<file path="config.mk">
export PLATFORM = sky130hd
export DESIGN_NAME = atm_keypad_entry
export DESIGN_NICKNAME = d
export VERILOG_FILES = /design/src/rtl/atm_pkg.sv /design/src/rtl/atm_digit_buffer.sv /design/src/rtl/atm_keypad_entry.sv
export SDC_FILE = /design/constraint.sdc
export NUM_CORES = 1
export LEC_CHECK = 0
export CAP_MARGIN = 20
export CORE_ASPECT_RATIO = 1.5
export CORE_UTILIZATION = 55
export DETAILED_ROUTE_END_ITERATION = 6
export PLACE_DENSITY_LB_ADDON = 0.05
export SYNTH_ARGS = -nofsm -noshare
export SYNTH_HDL_FRONTEND = slang
export SYNTH_SLANG_ARGS = --single-unit
export TNS_END_PERCENT = 30
</file>
<file path="constraint.sdc">
create_clock -name clk -period 4.7 [get_ports clk]
set_clock_uncertainty 0.1 [all_clocks]
set_input_delay 0.705 -clock clk [delete_from_list [all_inputs] [get_ports clk]]
set_output_delay 0.705 -clock clk [all_outputs]
set_load 0.05 [all_outputs]
</file>
<file path="src/rtl/atm_pkg.sv">
// Shared definitions for the ATM card/keypad front-end and the transaction FSM downstream.
// Key codes, entry-state encoding and word widths.
package atm_pkg;

    localparam int DIGITS = 3;
    localparam int WORD_W = 12;

    localparam logic [3:0] KEY_CLEAR  = 4'hA;
    localparam logic [3:0] KEY_BACK   = 4'hB;
    localparam logic [3:0] KEY_ENTER  = 4'hC;
    localparam logic [3:0] KEY_CANCEL = 4'hD;

    typedef enum logic [2:0] {
        ST_IDLE      = 3'd0,
        ST_ACCT      = 3'd1,
        ST_PIN       = 3'd2,
        ST_WAIT_AUTH = 3'd3,
        ST_SESSION   = 3'd4,
        ST_EJECT     = 3'd5,
        ST_LOCKED    = 3'd6
    } entry_state_e;

    function automatic logic is_digit(input logic [3:0] key);
        return key <= 4'd9;
    endfunction

endpackage

</file>
<file path="src/rtl/atm_digit_buffer.sv">
// Three-nibble BCD entry buffer: push shifts a digit in from the right, pop drops the last one.
// Clear wins over push, push over pop; full pushes and empty pops are ignored.
module atm_digit_buffer
    import atm_pkg::*;
(
    input  logic              clk,
    input  logic              rst_n,
    input  logic              push,
    input  logic              pop,
    input  logic              clear,
    input  logic [3:0]        digit,
    output logic [WORD_W-1:0] data,
    output logic [1:0]        count
);

    logic [WORD_W-1:0] data_q, data_d;
    logic [1:0]        count_q, count_d;

    // NOTE: defaults first so every path assigns every output -- otherwise a latch is inferred.
    always_comb begin
        data_d  = data_q;
        count_d = count_q;
        if (clear) begin
            data_d  = '0;
            count_d = '0;
        end else if (push && count_q < 2'(DIGITS)) begin
            data_d  = {data_q[WORD_W-5:0], digit};
            count_d = count_q + 2'd1;
        end else if (pop && count_q != 2'd0) begin
            data_d  = {4'd0, data_q[WORD_W-1:4]};
            count_d = count_q - 2'd1;
        end
    end

    // NOTE: non-blocking (<=) in clocked blocks so all flops update from pre-edge values.
    always_ff @(posedge clk or negedge rst_n) begin
        if (!rst_n) begin
            data_q  <= '0;
            count_q <= '0;
        end else begin
            data_q  <= data_d;
            count_q <= count_d;
        end
    end

    assign data  = data_q;
    assign count = count_q;

endmodule

</file>
<file path="src/rtl/atm_keypad_entry.sv">
// ATM card/keypad front-end: collects account and PIN, tracks retries, lockout,
// inactivity timeout and card eject. All outputs come straight from flops.
module atm_keypad_entry
    import atm_pkg::*;
#(
    parameter int TIMEOUT_CYCLES = 1000,
    parameter int MAX_TRIES      = 3
) (
    input  logic              clk,
    input  logic              rst_n,
    input  logic              card_in,
    input  logic              key_valid,
    input  logic [3:0]        key_code,
    input  logic              auth_done,
    input  logic              auth_ok,
    output logic [WORD_W-1:0] acct_number,
    output logic [WORD_W-1:0] pin,
    output logic              acct_valid,
    output logic              pin_valid,
    output logic              session_active,
    output logic              card_eject,
    output logic              locked,
    output logic [1:0]        digit_count
);

    localparam int TMR_W = $clog2(TIMEOUT_CYCLES);

    entry_state_e      state_q, state_d;
    logic              card_prev_q;
    logic [TMR_W-1:0]  timer_q, timer_d;
    logic [2:0]        retry_q, retry_d;
    logic [WORD_W-1:0] acct_q, acct_d, pin_q, pin_d;
    logic              acct_valid_q, acct_valid_d, pin_valid_q, pin_valid_d;
    logic              session_q, session_d, eject_q, eject_d, locked_q, locked_d;

    logic              buf_push, buf_pop, buf_clear;
    logic [WORD_W-1:0] buf_data;
    logic [1:0]        buf_count;

    logic in_entry, active, card_rise, card_fall, cancel, key_act;
    logic enter_ok, auth_ev, timed_out, clear_session;
    logic [2:0] retry_inc;

    // Event decode in priority order: card fall > cancel > auth verdict > key > timeout.
    assign in_entry  = (state_q == ST_ACCT) || (state_q == ST_PIN);
    assign active    = in_entry || (state_q == ST_WAIT_AUTH) || (state_q == ST_SESSION);
    assign card_rise = card_in && !card_prev_q;
    assign card_fall = !card_in && card_prev_q && active;
    assign cancel    = active && !card_fall && key_valid && (key_code == KEY_CANCEL);
    assign key_act   = in_entry && !card_fall && key_valid;
    assign enter_ok  = key_act && (key_code == KEY_ENTER) && (buf_count == 2'(DIGITS));
    assign auth_ev   = (state_q == ST_WAIT_AUTH) && !card_fall && !cancel && auth_done;
    assign timed_out = in_entry && !card_fall && !key_valid
                       && (timer_q == TMR_W'(TIMEOUT_CYCLES - 1));
    assign retry_inc = retry_q + 3'd1;

    always_ff @(posedge clk or negedge rst_n) begin
        if (!rst_n) begin
            state_q     <= ST_IDLE;
            card_prev_q <= 1'b0;
        end else begin
            state_q     <= state_d;
            card_prev_q <= card_in;
        end
    end

    always_comb begin
        state_d = state_q;
        unique case (state_q)
            ST_IDLE:
                if (card_rise) state_d = ST_ACCT;
            ST_ACCT, ST_PIN: begin
                if (card_fall)      state_d = ST_IDLE;
                else if (cancel)    state_d = ST_EJECT;
                else if (enter_ok)  state_d = (state_q == ST_ACCT) ? ST_PIN : ST_WAIT_AUTH;
                else if (timed_out) state_d = ST_EJECT;
            end
            ST_WAIT_AUTH: begin
                if (card_fall)   state_d = ST_IDLE;
                else if (cancel) state_d = ST_EJECT;
                else if (auth_ev) begin
                    if (auth_ok)                         state_d = ST_SESSION;
                    else if (retry_inc == 3'(MAX_TRIES)) state_d = ST_LOCKED;
                    else                                 state_d = ST_PIN;
                end
            end
            ST_SESSION: begin
                if (card_fall)   state_d = ST_IDLE;
                else if (cancel) state_d = ST_EJECT;
            end
            ST_EJECT:
                if (!card_in) state_d = ST_IDLE;
            ST_LOCKED:
                state_d = ST_LOCKED;
            default:
                state_d = ST_IDLE;
        endcase
    end

    always_comb begin
        clear_session = card_fall || (state_d == ST_EJECT && state_q != ST_EJECT);
        buf_push      = key_act && is_digit(key_code);
        buf_pop       = key_act && (key_code == KEY_BACK);
        buf_clear     = clear_session || enter_ok || (key_act && key_code == KEY_CLEAR);

        acct_d       = acct_q;
        acct_valid_d = acct_valid_q;
        pin_d        = pin_q;
        pin_valid_d  = 1'b0;
        retry_d      = retry_q;

        if (enter_ok && state_q == ST_ACCT) begin
            acct_d       = buf_data;
            acct_valid_d = 1'b1;
        end
        if (enter_ok && state_q == ST_PIN) begin
            pin_d       = buf_data;
            pin_valid_d = 1'b1;
        end
        if (auth_ev) begin
            pin_d   = '0;
            retry_d = auth_ok ? 3'd0 : retry_inc;
        end
        if (state_d == ST_LOCKED) begin
            acct_d = '0;
            pin_d  = '0;
        end
        if (clear_session) begin
            acct_d       = '0;
            acct_valid_d = 1'b0;
            pin_d        = '0;
            retry_d      = '0;
        end

        // Restart the inactivity timer on any key or state change; it idles outside entry.
        if (state_d != state_q || key_valid || !in_entry) timer_d = '0;
        else                                              timer_d = timer_q + TMR_W'(1);

        session_d = (state_d == ST_SESSION);
        eject_d   = (state_d == ST_EJECT);
        locked_d  = (state_d == ST_LOCKED);
    end

    always_ff @(posedge clk or negedge rst_n) begin
        if (!rst_n) begin
            timer_q      <= '0;
            retry_q      <= '0;
            acct_q       <= '0;
            acct_valid_q <= 1'b0;
            pin_q        <= '0;
            pin_valid_q  <= 1'b0;
            session_q    <= 1'b0;
            eject_q      <= 1'b0;
            locked_q     <= 1'b0;
        end else begin
            timer_q      <= timer_d;
            retry_q      <= retry_d;
            acct_q       <= acct_d;
            acct_valid_q <= acct_valid_d;
            pin_q        <= pin_d;
            pin_valid_q  <= pin_valid_d;
            session_q    <= session_d;
            eject_q      <= eject_d;
            locked_q     <= locked_d;
        end
    end

    atm_digit_buffer u_buffer (
        .clk   (clk),
        .rst_n (rst_n),
        .push  (buf_push),
        .pop   (buf_pop),
        .clear (buf_clear),
        .digit (key_code),
        .data  (buf_data),
        .count (buf_count)
    );

    assign acct_number    = acct_q;
    assign pin            = pin_q;
    assign acct_valid     = acct_valid_q;
    assign pin_valid      = pin_valid_q;
    assign session_active = session_q;
    assign card_eject     = eject_q;
    assign locked         = locked_q;
    assign digit_count    = buf_count;

endmodule

</file>
==> impl_metrics.py, run 1 <==
metrics = {
    "setup_path": {
        "crit_type": "input port to register",
        "crit_buf_inv": 3,
        "crit_slowest_cell": "mux2i_4",
        "path_max_fanout": 24,
        "cpLargestDelayFamily": "buffers and inverters",
        "endpoint_kind": "register",
        "crit_path_cell_trace": "clkdlybuf4s50_1 > nand4b_2 > nor2_2 > nand3_2 > buf_4 > a311oi_4 > inv_4 > mux2i_4 > a211oi_1",
        "crit_arrival_ps": 3490,
        "worstSetupStartpointType": "input port",
        "slowest_delay_ps": 640,
        "critPathRequiredTime_ps": 4780,
    },
    "synth": {
        "avgSynthCellArea_um2": 10.7,
        "yosys.area.top_type": "dfrtp_1",
        "synthMostInstantiatedCell": "dfrtp_1",
        "syn_nets": 315,
        "synthArstFlopShare_pct": 100,
        "synth_top_flop_cell": "dfrtp_1",
        "synth_enable_flop_cells": 0,
        "ys_ff_latch": 60,
        "synthCells": 302,
        "synth_cell_types": 57,
        "synth-seq-area-share_pct": 46.5,
        "synth_common_cells": "dfrtp_1 (60), mux2i_1 (32), a211oi_1 (25)",
        "synth_top_area_share_pct": 46.5,
        "synth_warnings": 0,
        "synth_area_um2": 3230,
        "ys_top_cells_by_area": "dfrtp_1 (46%), mux2i_1 (9.9%), a211oi_1 (5.8%), nor3_1 (2.9%), nor2_1 (2.2%)",
    },
    "sta": {
        "hold_slack_ps": 183,
        "min_period_over_period_pct": 72.6,
        "worst_pin_slew_ps": 952,
        "setup_viol": 0,
        "fin_crit_ps": 3410,
        "slew_violations": 0,
        "hold_viol_final": 0,
        "tns_ps": 0,
        "rsz0062_at_grt": "no",
        "relSlewSlack_pct": 36.3,
        "fmax_ghz": 0.293,
    },
    "grt": {
        "grt_max_degree": 43,
        "busiest_layer": "met2",
        "grt_pass1_vias": 2518,
        "gr-usage-met3_pct": 6.87,
        "grt.total_usage_pct": 27.8,
        "grt_pass1_wl_um": 12700,
        "grtUsageMet2_pct": 45.6,
        "use_met1_pct": 34.4,
        "antenna_found_initial": 0,
        "grt-ovfl-total": 0,
    },
    "cts": {
        "cts_hold_buffers": 0,
        "cts-buffers-inserted": 9,
        "clk_pin_slew_worst_paths_ps": 70,
        "cts_tree": "yes",
        "htreeDepth": 3,
        "cts_root_buffer": "clkbuf_8",
        "clockBufferDepth": 2,
        "postCtsSetupBuffers": 0,
        "cts_sinks": 60,
        "clk_latency_ps": 350,
        "ctsResizeCount": 0,
    },
    "final_layout": {
        "drive_gt1_share_pct": 12.7,
        "fillers": 447,
        "regArea_um2": 1500,
        "multi_input_area_um2": 1610,
        "fin_nets": 354,
        "fin_util_pct": 69.7,
        "syn_to_final_growth_pct": 20.3,
        "n_antenna_cell": 0,
    },
    "die": {
        "die-area_um2": 6190,
        "start_util_pct": 58.0,
        "placementRows": 33,
        "ios": 41,
        "die_w_um": 64.6,
        "core_area_um2": 5570,
        "die_h_um": 95.9,
    },
    "power": {
        "leakage_nw": 1.75,
        "power_density_nw_per_um2": 336,
        "peakVddDrop_uv": 315,
    },
    "routing": {
        "vias": 2567,
        "drt_iter0_drc": 217,
        "drcViolationCount": 0,
        "first_pass_iters": 5,
        "via_per_inst": 6.17,
        "wl_um": 7550,
        "routedWlPerCell_um": 18.1,
        "ant_nets": 0,
    },
    "place": {
        "dp_hpwl_um": 5130,
        "gp_congestion": 0.864,
        "portBuffers": 40,
    },
    "flow_run": {
        "maxCapViolations": 0,
    },
    "status": {
        "outcome": "complete, no violations",
    },
    "worst_hold_path": {
        "hold_class": "input port to asynchronous set/reset pin",
    },
}
[worst register-to-register path, cell delays in order (launching register included)]
cell	delay, ps
dfrtp_1	650
o21a_1	230
or2_1	180
o2111ai_2	190
a311oi_4	530
inv_4	90
mux2i_4	640
a211oi_1	190
[cells in the final DEF, fill, tap and decap left out, types with 2 or more instances in the layout]
cell,Yosys,layout
nand4_1,2,2
a211oi_1,25,25
nor4bb_1,2,2
xor2_1,4,4
nand2b_1,3,3
clkbuf_8,0,9
nor3_1,19,18
mux2i_1,32,32
bufinv_16,0,2
nand2_1,17,17
o22ai_1,2,2
xnor2_1,7,7
o21ai_0,8,8
or2_1,2,2
nor3b_1,3,3
or2_2,2,2
and3_1,6,6
clkdlybuf4s50_1,0,39
a2111oi_0,8,8
nor2_2,2,2
inv_6,0,2
nand3b_1,3,3
ha_1,3,3
a211oi_2,3,3
nand3_1,8,8
o21a_1,3,3
buf_4,3,5
nor2_1,19,19
inv_1,6,6
nor3_2,1,2
a21oi_1,7,7
dfrtp_1,60,60
nor2b_1,3,3
[layout make-up]
type / instances / area share, %
Clock inverter: 7 / 2.54
Sequential cell: 60 / 38.6
Inverter: 8 / 0.837
Tap cell: 70 / 2.25
Multi-Input combinational cell: 217 / 41.4
Clock buffer: 9 / 3.19
Timing Repair Buffer: 45 / 11.1
[flip-flops by register name (all words and copies together), names as in the netlist]
name / cells
acct_number: 12
pin: 12
u_buffer.data: 12
timer_q: 10
retry_q: 3
state_q: 3
u_buffer.count: 2
acct_valid: 1
card_eject: 1
card_prev_q: 1
locked: 1
pin_valid: 1
session_active: 1
[per-stage QoR]
stage	instance area (um2)	cells	setup WS [ps]	power, mW
finish	3890	416	1290	1.30
global route	3890	416	1140	1.36
CTS	3890	416	1320	1.31
detailed placement	3660	400	936	0.787
global placement	3660	400	1040	0.781
floorplan	3230	302	2130	0.713
[per-layer routing]
layer | vias to the layer above | routed length (um)
met2 | 89 | 3710
li1 | 1200 | -
met1 | 1258 | 3210
met4 | 0 | 201
met3 | 20 | 429
met5 | - | 0
[power by group]
group,switching [mW],internal [mW]
Combinational,0.0913,0.0624
Clock,0.226,0.302
Sequential,0.0669,0.557
Total,0.384,0.921
[worst paths after layout]
| kind | from | slack [ps] | to | depth (start not counted) |
|---|---|---|---|---|
| setup / recovery | key_valid | 1290 | acct_number[10] | 9 |
| hold / removal | rst_n | 180 | retry_q[2] | 1 |
| setup reg to reg | state_q[2] | 1720 | acct_number[10] | 7 |
| hold reg to reg | timer_q[0] | 380 | timer_q[0] | 1 |
| max in group asynchronous | rst_n | 3430 | acct_number[9] | 2 |
| min in group clk | timer_q[0] | 380 | timer_q[0] | 1 |
[logic make-up after synthesis]
group,after synthesis,share of synthesized area (%)
muxes,34,11.0
adders and majority gates,3,1.16
and+or+nand+nor,99,16.8
AOI/OAI and AO/OA,70,17.7
xor gates and xnor gates,11,2.98
DFF,60,46.5
buffers and inverters,25,3.87
No activity file was read; power rests on OpenSTA's default activity.
==> run 2, diff against run 1 <==
- clock period: 4.7 -> 3.35 ns (I/O delays scaled with it)
==> impl_metrics.py, run 2 (synthesis gave the netlist of run 1 again) <==
metrics = {
    "status": {
        "outcome": "complete, no violations",
    },
    "routing": {
        "ant_nets": 0,
        "routedWlPerCell_um": 18.1,
        "drt_iter0_drc": 108,
        "first_pass_iters": 4,
        "drcViolationCount": 0,
        "vias": 2551,
        "wl_um": 7660,
        "via_per_inst": 6.02,
    },
    "setup_path": {
        "rr_worst_depth": 7,
        "worstSetupStartpointType": "input port",
        "crit_type": "input port to register",
        "critPathRequiredTime_ps": 3430,
        "path_max_fanout": 24,
        "endpoint_kind": "register",
        "crit_arrival_ps": 3080,
    },
    "grt": {
        "grt_max_degree": 41,
        "grt_pass1_vias": 2554,
        "antenna_found_initial": 0,
        "grt_pass1_wl_um": 12600,
        "grt-ovfl-total": 0,
        "grt.total_usage_pct": 27.6,
    },
    "sta": {
        "setup_viol": 0,
        "fin_crit_ps": 2990,
        "fmax_ghz": 0.334,
        "tns_ps": 0,
        "min_period_over_period_pct": 89.4,
        "rsz0062_at_grt": "no",
        "hold_viol_final": 0,
        "slew_violations": 0,
        "worst_pin_slew_ps": 787,
        "relSlewSlack_pct": 46.4,
    },
    "flow_run": {
        "maxCapViolations": 0,
    },
    "final_layout": {
        "syn_to_final_growth_pct": 22.2,
        "fin_nets": 362,
        "fin_cells": 424,
        "n_antenna_cell": 0,
        "drive_gt1_share_pct": 14.7,
        "fillers": 439,
        "mostFrequentLayoutCell": "dfrtp_1",
        "final_cell_mix": "dfrtp_1 (60), clkdlybuf4s50_1 (39), mux2i_1 (32)",
    },
    "power": {
        "p_int_mw": 1.29,
        "combPwrFrac_pct": 12.0,
        "pwr-share-seq_pct": 48.0,
        "power_density_nw_per_um2": 461,
        "peakVddDrop_uv": 580,
        "switching_share_pct": 29.0,
        "pwr-share-clk_pct": 40.0,
        "leakage_nw": 1.79,
        "p_sw_mw": 0.527,
    },
    "die": {
        "placementRows": 33,
        "die_w_um": 64.6,
        "die_h_um": 95.9,
        "die-area_um2": 6190,
        "core_area_um2": 5570,
        "ios": 41,
        "start_util_pct": 58.0,
    },
    "cts": {
        "clk_pin_slew_worst_paths_ps": 80,
        "cts_sinks": 60,
        "ctsResizeCount": 0,
        "clockBufferDepth": 2,
        "cts_root_buffer": "clkbuf_8",
        "clk_latency_ps": 340,
        "cts-buffers-inserted": 9,
        "cts_hold_buffers": 0,
        "htreeDepth": 3,
        "cts_tree": "yes",
        "postCtsSetupBuffers": 0,
    },
    "worst_hold_path": {
        "hold_class": "input port to asynchronous set/reset pin",
    },
    "place": {
        "gp_congestion": 0.928,
        "place_inst": 408,
        "dp_hpwl_um": 5240,
        "portBuffers": 40,
    },
}
run 2: changes by cell type in the layout (fill, tap and decap cells not counted), sizes merged:
cell / previous run / this run
buf: 6 / 14
inv: 10 / 9
clkinv: 2 / 3
run 2: final timing paths:
path / startpoint / to / slack (ps)
min in group clk: timer_q[0] / timer_q[0] / 370
max in group asynchronous: rst_n / retry_q[2] / 2190
setup / recovery: key_valid / acct_number[5] / 360
setup reg to reg: state_q[2] / acct_number[5] / 590
hold reg to reg: timer_q[0] / timer_q[0] / 370
hold / removal: rst_n / timer_q[6] / 30
run 2: power groups by stage:
| stage | Combinational (mW) | Sequential, mW | Clock (mW) |
|---|---|---|---|
| after floorplan | 0.137 | 0.862 | 0 |
| after global placement | 0.211 | 0.885 | 0 |
| after detailed placement | 0.218 | 0.887 | 0 |
| after CTS | 0.221 | 0.873 | 0.737 |
| after global routing | 0.245 | 0.882 | 0.767 |
| final | 0.218 | 0.874 | 0.729 |
run 2: cell type report:
cell class                      instances  area (um2)  share of cell area, %
Clock buffer                            9         124                   3.14
Clock inverter                          7        98.8                   2.50
Inverter                                8        32.5                  0.824
Multi-Input combinational cell        217        1610                   40.8
Sequential cell                        60        1500                   38.0
Tap cell                               70        87.6                   2.22
Timing Repair Buffer                   53         493                   12.5
run 2: critical path, stage by stage:
cell and delay (ps):
clkdlybuf4s50_1 670, nand4b_2 200, o41a_1 400, o21ai_0 210
o211ai_2 250, mux2i_4 650, a211oi_1 180
run 2: per-layer routing:
layer / wire, um / vias up / global-route usage (%)
li1: - / 1217 / -
met3: 222 / 22 / 4.98
met2: 3870 / 52 / 46.4
met4: 259 / 0 / 14.8
met5: 0 / - / 0
met1: 3310 / 1260 / 33.3
run 2: per-stage QoR:
stage,worst slack (ps),util (%),hold slack (ps),power (mW),area (um2)
2_1_floorplan,839,-,107,1.00,3230
3_3_place_gp,74.8,66.8,353,1.10,3720
3_5_place_dp,46.5,66.8,367,1.11,3720
4_1_cts,402,70.8,47.6,1.83,3950
5_1_grt,219,70.8,72.2,1.89,3950
6_report,357,70.8,25.4,1.82,3950
==> RTL edit 1, RTL diff (flow settings as in run 2) <==
Register the input `key_code` before use, with the module's reset. The logic sees it one clock later. The other inputs are not delayed to match.
--- a/src/rtl/atm_keypad_entry.sv
+++ b/src/rtl/atm_keypad_entry.sv
@@ -25,6 +25,16 @@
 
     localparam int TMR_W = $clog2(TIMEOUT_CYCLES);
 
+    logic [3:0] key_code_q;
+
+    always_ff @(posedge clk or negedge rst_n) begin
+        if (!rst_n) begin
+            key_code_q <= '0;
+        end else begin
+            key_code_q <= key_code;
+        end
+    end
+
     entry_state_e      state_q, state_d;
     logic              card_prev_q;
     logic [TMR_W-1:0]  timer_q, timer_d;
@@ -46,9 +56,9 @@
     assign active    = in_entry || (state_q == ST_WAIT_AUTH) || (state_q == ST_SESSION);
     assign card_rise = card_in && !card_prev_q;
     assign card_fall = !card_in && card_prev_q && active;
-    assign cancel    = active && !card_fall && key_valid && (key_code == KEY_CANCEL);
+    assign cancel    = active && !card_fall && key_valid && (key_code_q == KEY_CANCEL);
     assign key_act   = in_entry && !card_fall && key_valid;
-    assign enter_ok  = key_act && (key_code == KEY_ENTER) && (buf_count == 2'(DIGITS));
+    assign enter_ok  = key_act && (key_code_q == KEY_ENTER) && (buf_count == 2'(DIGITS));
     assign auth_ev   = (state_q == ST_WAIT_AUTH) && !card_fall && !cancel && auth_done;
     assign timed_out = in_entry && !card_fall && !key_valid
                        && (timer_q == TMR_W'(TIMEOUT_CYCLES - 1));
@@ -99,9 +109,9 @@
 
     always_comb begin
         clear_session = card_fall || (state_d == ST_EJECT && state_q != ST_EJECT);
-        buf_push      = key_act && is_digit(key_code);
-        buf_pop       = key_act && (key_code == KEY_BACK);
-        buf_clear     = clear_session || enter_ok || (key_act && key_code == KEY_CLEAR);
+        buf_push      = key_act && is_digit(key_code_q);
+        buf_pop       = key_act && (key_code_q == KEY_BACK);
+        buf_clear     = clear_session || enter_ok || (key_act && key_code_q == KEY_CLEAR);
 
         acct_d       = acct_q;
         acct_valid_d = acct_valid_q;
@@ -171,7 +181,7 @@
         .push  (buf_push),
         .pop   (buf_pop),
         .clear (buf_clear),
-        .digit (key_code),
+        .digit (key_code_q),
         .data  (buf_data),
         .count (buf_count)
     );
Function: changed (Yosys sat finds a counterexample within 4 cycles, from zero or initial values and one cycle with rst_n low).
==> RTL edit 1 against run 2 <==
Wire length rose by 5.0%. Sequential cell count grew 4. Count of clock-buffer cells in the layout is 2 higher. Power increased by 8.2%. Worst setup slack improved by 0.32 ns. Final area shrank 1.7%. First-iteration DRC count rose by 99%. Utilization decreased by 0.72 points. Critical path depth unchanged. Critical endpoint is now pin[9]. Area after synthesis is 0.46% lower.
==> RTL edit 1: results (changes against run 2) <==
[setup_path]
reg2regPathDepth=7  ; unchanged
crit_arrival_ns=2.80  ; -0.28 ns
rrSetupSlack_ns=0.87  ; +0.28 ns
reg2reg_to=pin[9]
cp_max_fo=25  ; +4.2%
r2r-start=retry_q[0]

[sta]
slew_headroom=0.491  ; +0.0275
timing.hold.ws_ns=0.0531  ; +0.0277 ns
fmax_mhz=374  ; +12%

[synth]
ys_top_cells_by_area=dfrtp_1 (50%), nand2_1 (6.4%), nand3_1 (3.9%)
synthesis.nets=348  ; +10%
yosys_warnings=0  ; unchanged
synth_mux_area_frac=0.00311  ; -0.107
synth.distinct_cells=57  ; unchanged
synth_compound_area_frac=0.201  ; +0.0246
synth-seq-area-share=0.498  ; +0.0333
synthCells=335  ; +11%
synth_common_cells=dfrtp_1 (64), nand2_1 (55), nand3_1 (25)
synth_xor_area_frac=0.0245  ; -0.00531
synth_adder_area_share=0.0117  ; +0.0000543
yosys_most_used_dff=dfrtp_1

[clock_network]
cts_resized=0  ; unchanged
cts.clk_slew.worst_paths_ns=0.07
clockRootBuffer=clkbuf_8
cts_max_path_buffers=2  ; unchanged
htreeDepth=3  ; unchanged

[placed_design]
gp_congestion=0.988  ; +6.5%
dp.cells=434  ; +6.4%
post-place-ws_ns=0.311  ; +0.264 ns
port_buffers=40  ; unchanged
place_hpwl_mm=5.57  ; +6.3%

[global_routing]
grt_max_degree=41  ; unchanged
grt_util_all_layers=0.290  ; +0.0142
first_global_vias=2757  ; +7.9%
antenna_found_initial=0  ; unchanged
grt_pass1_wl_mm=13.3  ; +5.7%

[detailed_routing]
first_pass_iters=4  ; unchanged
num_vias=2736  ; +7.3%
wl_mm=8.04  ; +5.0%
drt_iter0_drc=215  ; +99%
post_drt_wl_per_cell_microns=17.9  ; -1.1%

[layout]
finish.net_count=388  ; +7.2%
drive_gt1_frac=0.108  ; -0.0390
antennaDiodeCount=0  ; unchanged

[floorplanning]
die_x_microns=64.4  ; -0.22%

[run_status]
status=finished clean

[power]
vdd_drop_max_mv=0.388  ; -33%
p_leak_uw=0.00163  ; -8.8%

RTL edit 1: cell count changes after synthesis, moves of 4 or more:
cell	run 2	this run
mux2i_1	32	1
o31ai_1	0	13
nand2_1	17	55
nand3_1	8	25
a211oi_1	25	9
nor2_1	19	13
inv_1	6	19
a311oi_1	0	4
a2111oi_0	8	1
nand4_1	2	6
dfrtp_1	60	64
o21ai_2	0	9
nor3_1	19	6
RTL edit 1: cells by family after synthesis:
family                     count (synthesis)
AOI/OAI and AO/OA                         86
muxes                                      1
adders and majority gates                  3
buffers and inverters                     37
xor gates and xnor gates                   9
and+or+nand+nor                          135
DFF                                       64
RTL edit 1: where the power goes:
part	internal, uW	switching (uW)	leakage (uW)
clock network	381	309	0.000101
registers	845	116	0.000870
logic	117	202	0.000657
RTL edit 1: worst max-delay path by stage:
stage                        to  cells after the start  startpoint
2_1_floorplan   acct_number[10]                      7   key_valid
3_3_place_gp             pin[7]                      7   key_valid
3_5_place_dp         timer_q[3]                      6   key_valid
4_1_cts                  pin[9]                      7   key_valid
5_1_grt        u_buffer.data[8]                      7     card_in
6_report                 pin[9]                      7   key_valid
RTL edit 1: per-layer routing:
layer	up-vias	share of wire	global-route usage
li1	1279	-	-
met1	1368	0.41	0.346
met2	66	0.52	0.495
met3	23	0.029	0.0526
met4	0	0.036	0.152
met5	-	0	0
RTL edit 1: layout make-up:
cell class              count  area [sq um]
clock buffers              11           151
clock inverters             5          55.1
fillers                   457          1660
inverters                  19          71.3
multi-input cells         234          1450
flip-flops and latches     64          1600
well taps                  70          87.6
repair buffers             47           460
RTL edit 1: worst max-delay path: stages:
cell and delay (ns):
clkdlybuf4s50_1 0.55, or4b_4 0.61, nor3_4 0.32, a22oi_2 0.19, a211oi_4 0.30, buf_12 0.22
o31ai_1 0.10
RTL edit 1: per-stage QoR:
step | area (sq um) | utilization
2_1_floorplan | 3220 | -
6_report | 3880 | 0.701
5_1_grt | 3880 | 0.701
3_3_place_gp | 3670 | 0.664
3_5_place_dp | 3670 | 0.664
4_1_cts | 3880 | 0.701
==> RTL edit 2, RTL diff (flow settings as in run 2) <==
Without the edit above. Set the package constant `WORD_W` to 24 (it was 12).
--- a/src/rtl/atm_pkg.sv
+++ b/src/rtl/atm_pkg.sv
@@ -3,7 +3,7 @@
 package atm_pkg;
 
     localparam int DIGITS = 3;
-    localparam int WORD_W = 12;
+    localparam int WORD_W = 24;
 
     localparam logic [3:0] KEY_CLEAR  = 4'hA;
     localparam logic [3:0] KEY_BACK   = 4'hB;
Ports: changed (resized acct_number and pin); port bits go from 41 to 65. No check against the original RTL was run, so the function may have changed too.
==> RTL edit 2 against run 2 <==
Utilization fell by 1.6 points. Wire length rose by 45%. Power rose by 64%. Maximum frequency rose by 9.4%. Worst setup slack improved by 0.26 ns. Sequential cell count rose by 36. Final area rose by 40%. Sequential power rose by 80%. Cell count rose by 43%. Area after synthesis rose by 40%. Critical path type unchanged. Critical endpoint is now acct_number[4]. Largest cell class is now sequential cells.
==> RTL edit 2: results (changes against run 2) <==
[layout]
fillers=653  ; +49%
drive_gt1_frac=0.119  ; -0.0276
finish.net_count=512  ; +41%

[setup_path]
crit_arrival_ns=2.84  ; -0.24 ns
reg2regPathDepth=8  ; +1
cp_max_fo=25  ; +4.2%

[global_routing]
grt_util_all_layers=0.278  ; +0.00250
grt_max_degree=55  ; +34%
first_global_vias=3524  ; +38%
grt_pass1_wl_mm=18.3  ; +46%

[synth]
ys_top_cells_by_area=dfrtp_1 (53%), nand2_1 (6.2%), a22o_1 (4.9%)
synthArstFlopShare=1.00  ; unchanged
synth_adder_area_share=0.00832  ; -0.00330
synth-seq-area-share=0.533  ; +0.0678
avgSynthCellArea_sq_um=10.2  ; -4.4%
synth_mux_area_frac=0  ; -0.110
synth_xor_area_frac=0.0252  ; -0.00458
synthesis.nets=454  ; +44%
synth_common_cells=dfrtp_1 (96), nand2_1 (74), nand3_1 (33)
yosys_warnings=0  ; unchanged
synth_compound_area_frac=0.194  ; +0.0178
synth.distinct_cells=54  ; -5.3%

[detailed_routing]
drt_iter0_drc=182  ; +69%
avgViaCountPerCell=5.95  ; -1.1%
first_pass_iters=5  ; +1
post_drt_wl_per_cell_microns=18.3  ; +1.4%

[clock_network]
numCtsBuffers=9  ; unchanged
clockRootBuffer=clkbuf_16
cts_resized=0  ; unchanged
cts_max_path_buffers=2  ; unchanged

[power]
p_seq_frac=0.526  ; +0.046
powerComb_uw=477  ; +120%
p_switching_uw=961  ; +82%
vdd_drop_max_mv=0.354  ; -39%
p_leak_uw=0.00237  ; +33%
p_sw_frac=0.323  ; +0.0332

[placed_design]
port_buffers=64  ; +60%
gp_congestion=0.899  ; -3.1%
place_hpwl_mm=7.73  ; +47%
placed_area_sq_um=5240  ; +41%

[sta]
slew_headroom=0.619  ; +0.155

[run_status]
status=finished clean

[RTL edit 2: cell types whose count changed after synthesis, moves of 25 or more]
cell      delta
nand3_1     +25
nand2_1     +57
mux2i_1     -32
dfrtp_1     +36
a22o_1      +25
a211oi_1    -25
[RTL edit 2: per-stage QoR]
| step | setup slack (ns) | std cells |
|---|---|---|
| 3_3_place_gp | 0.321 | 593 |
| 4_1_cts | 0.620 | 608 |
| 3_5_place_dp | 0.275 | 593 |
| 5_1_grt | 0.472 | 608 |
| 6_report | 0.614 | 608 |
| 2_1_floorplan | 0.926 | 441 |
[RTL edit 2: worst max-delay path, cell delays in order]
cell	delay, ns
clkdlybuf4s50_1	0.50
and2b_1	0.24
or3_1	0.50
o221ai_1	0.22
a221o_1	0.29
and2_4	0.44
o21ai_1	0.14
[RTL edit 2: area by class of cell]
type | count | area (sq um) | share of cell area
clock buffer | 12 | 246 | 0.0448
clock inverter | 3 | 18.8 | 0.00341
inverter | 6 | 22.5 | 0.00409
multi-input combinational | 308 | 1930 | 0.351
sequential | 96 | 2400 | 0.436
tap | 105 | 131 | 0.0239
timing repair buffer | 78 | 756 | 0.137
[RTL edit 2: worst paths after layout]
check	start	endpoint	slack [ns]
max in group asynchronous	rst_n	locked	2.42
worst max-delay path	card_in	acct_number[4]	0.61
min in group clk	pin[0]	pin[0]	0.40
worst min-delay path	rst_n	timer_q[9]	0.04
worst min register to register	pin[0]	pin[0]	0.40
worst max register to register	timer_q[0]	pin[18]	0.88
[RTL edit 2: layer usage]
layer,part of all wire,global-route usage
met1,0.40,0.336
met5,0,0
met4,0.032,0.131
met2,0.53,0.484
met3,0.031,0.0492
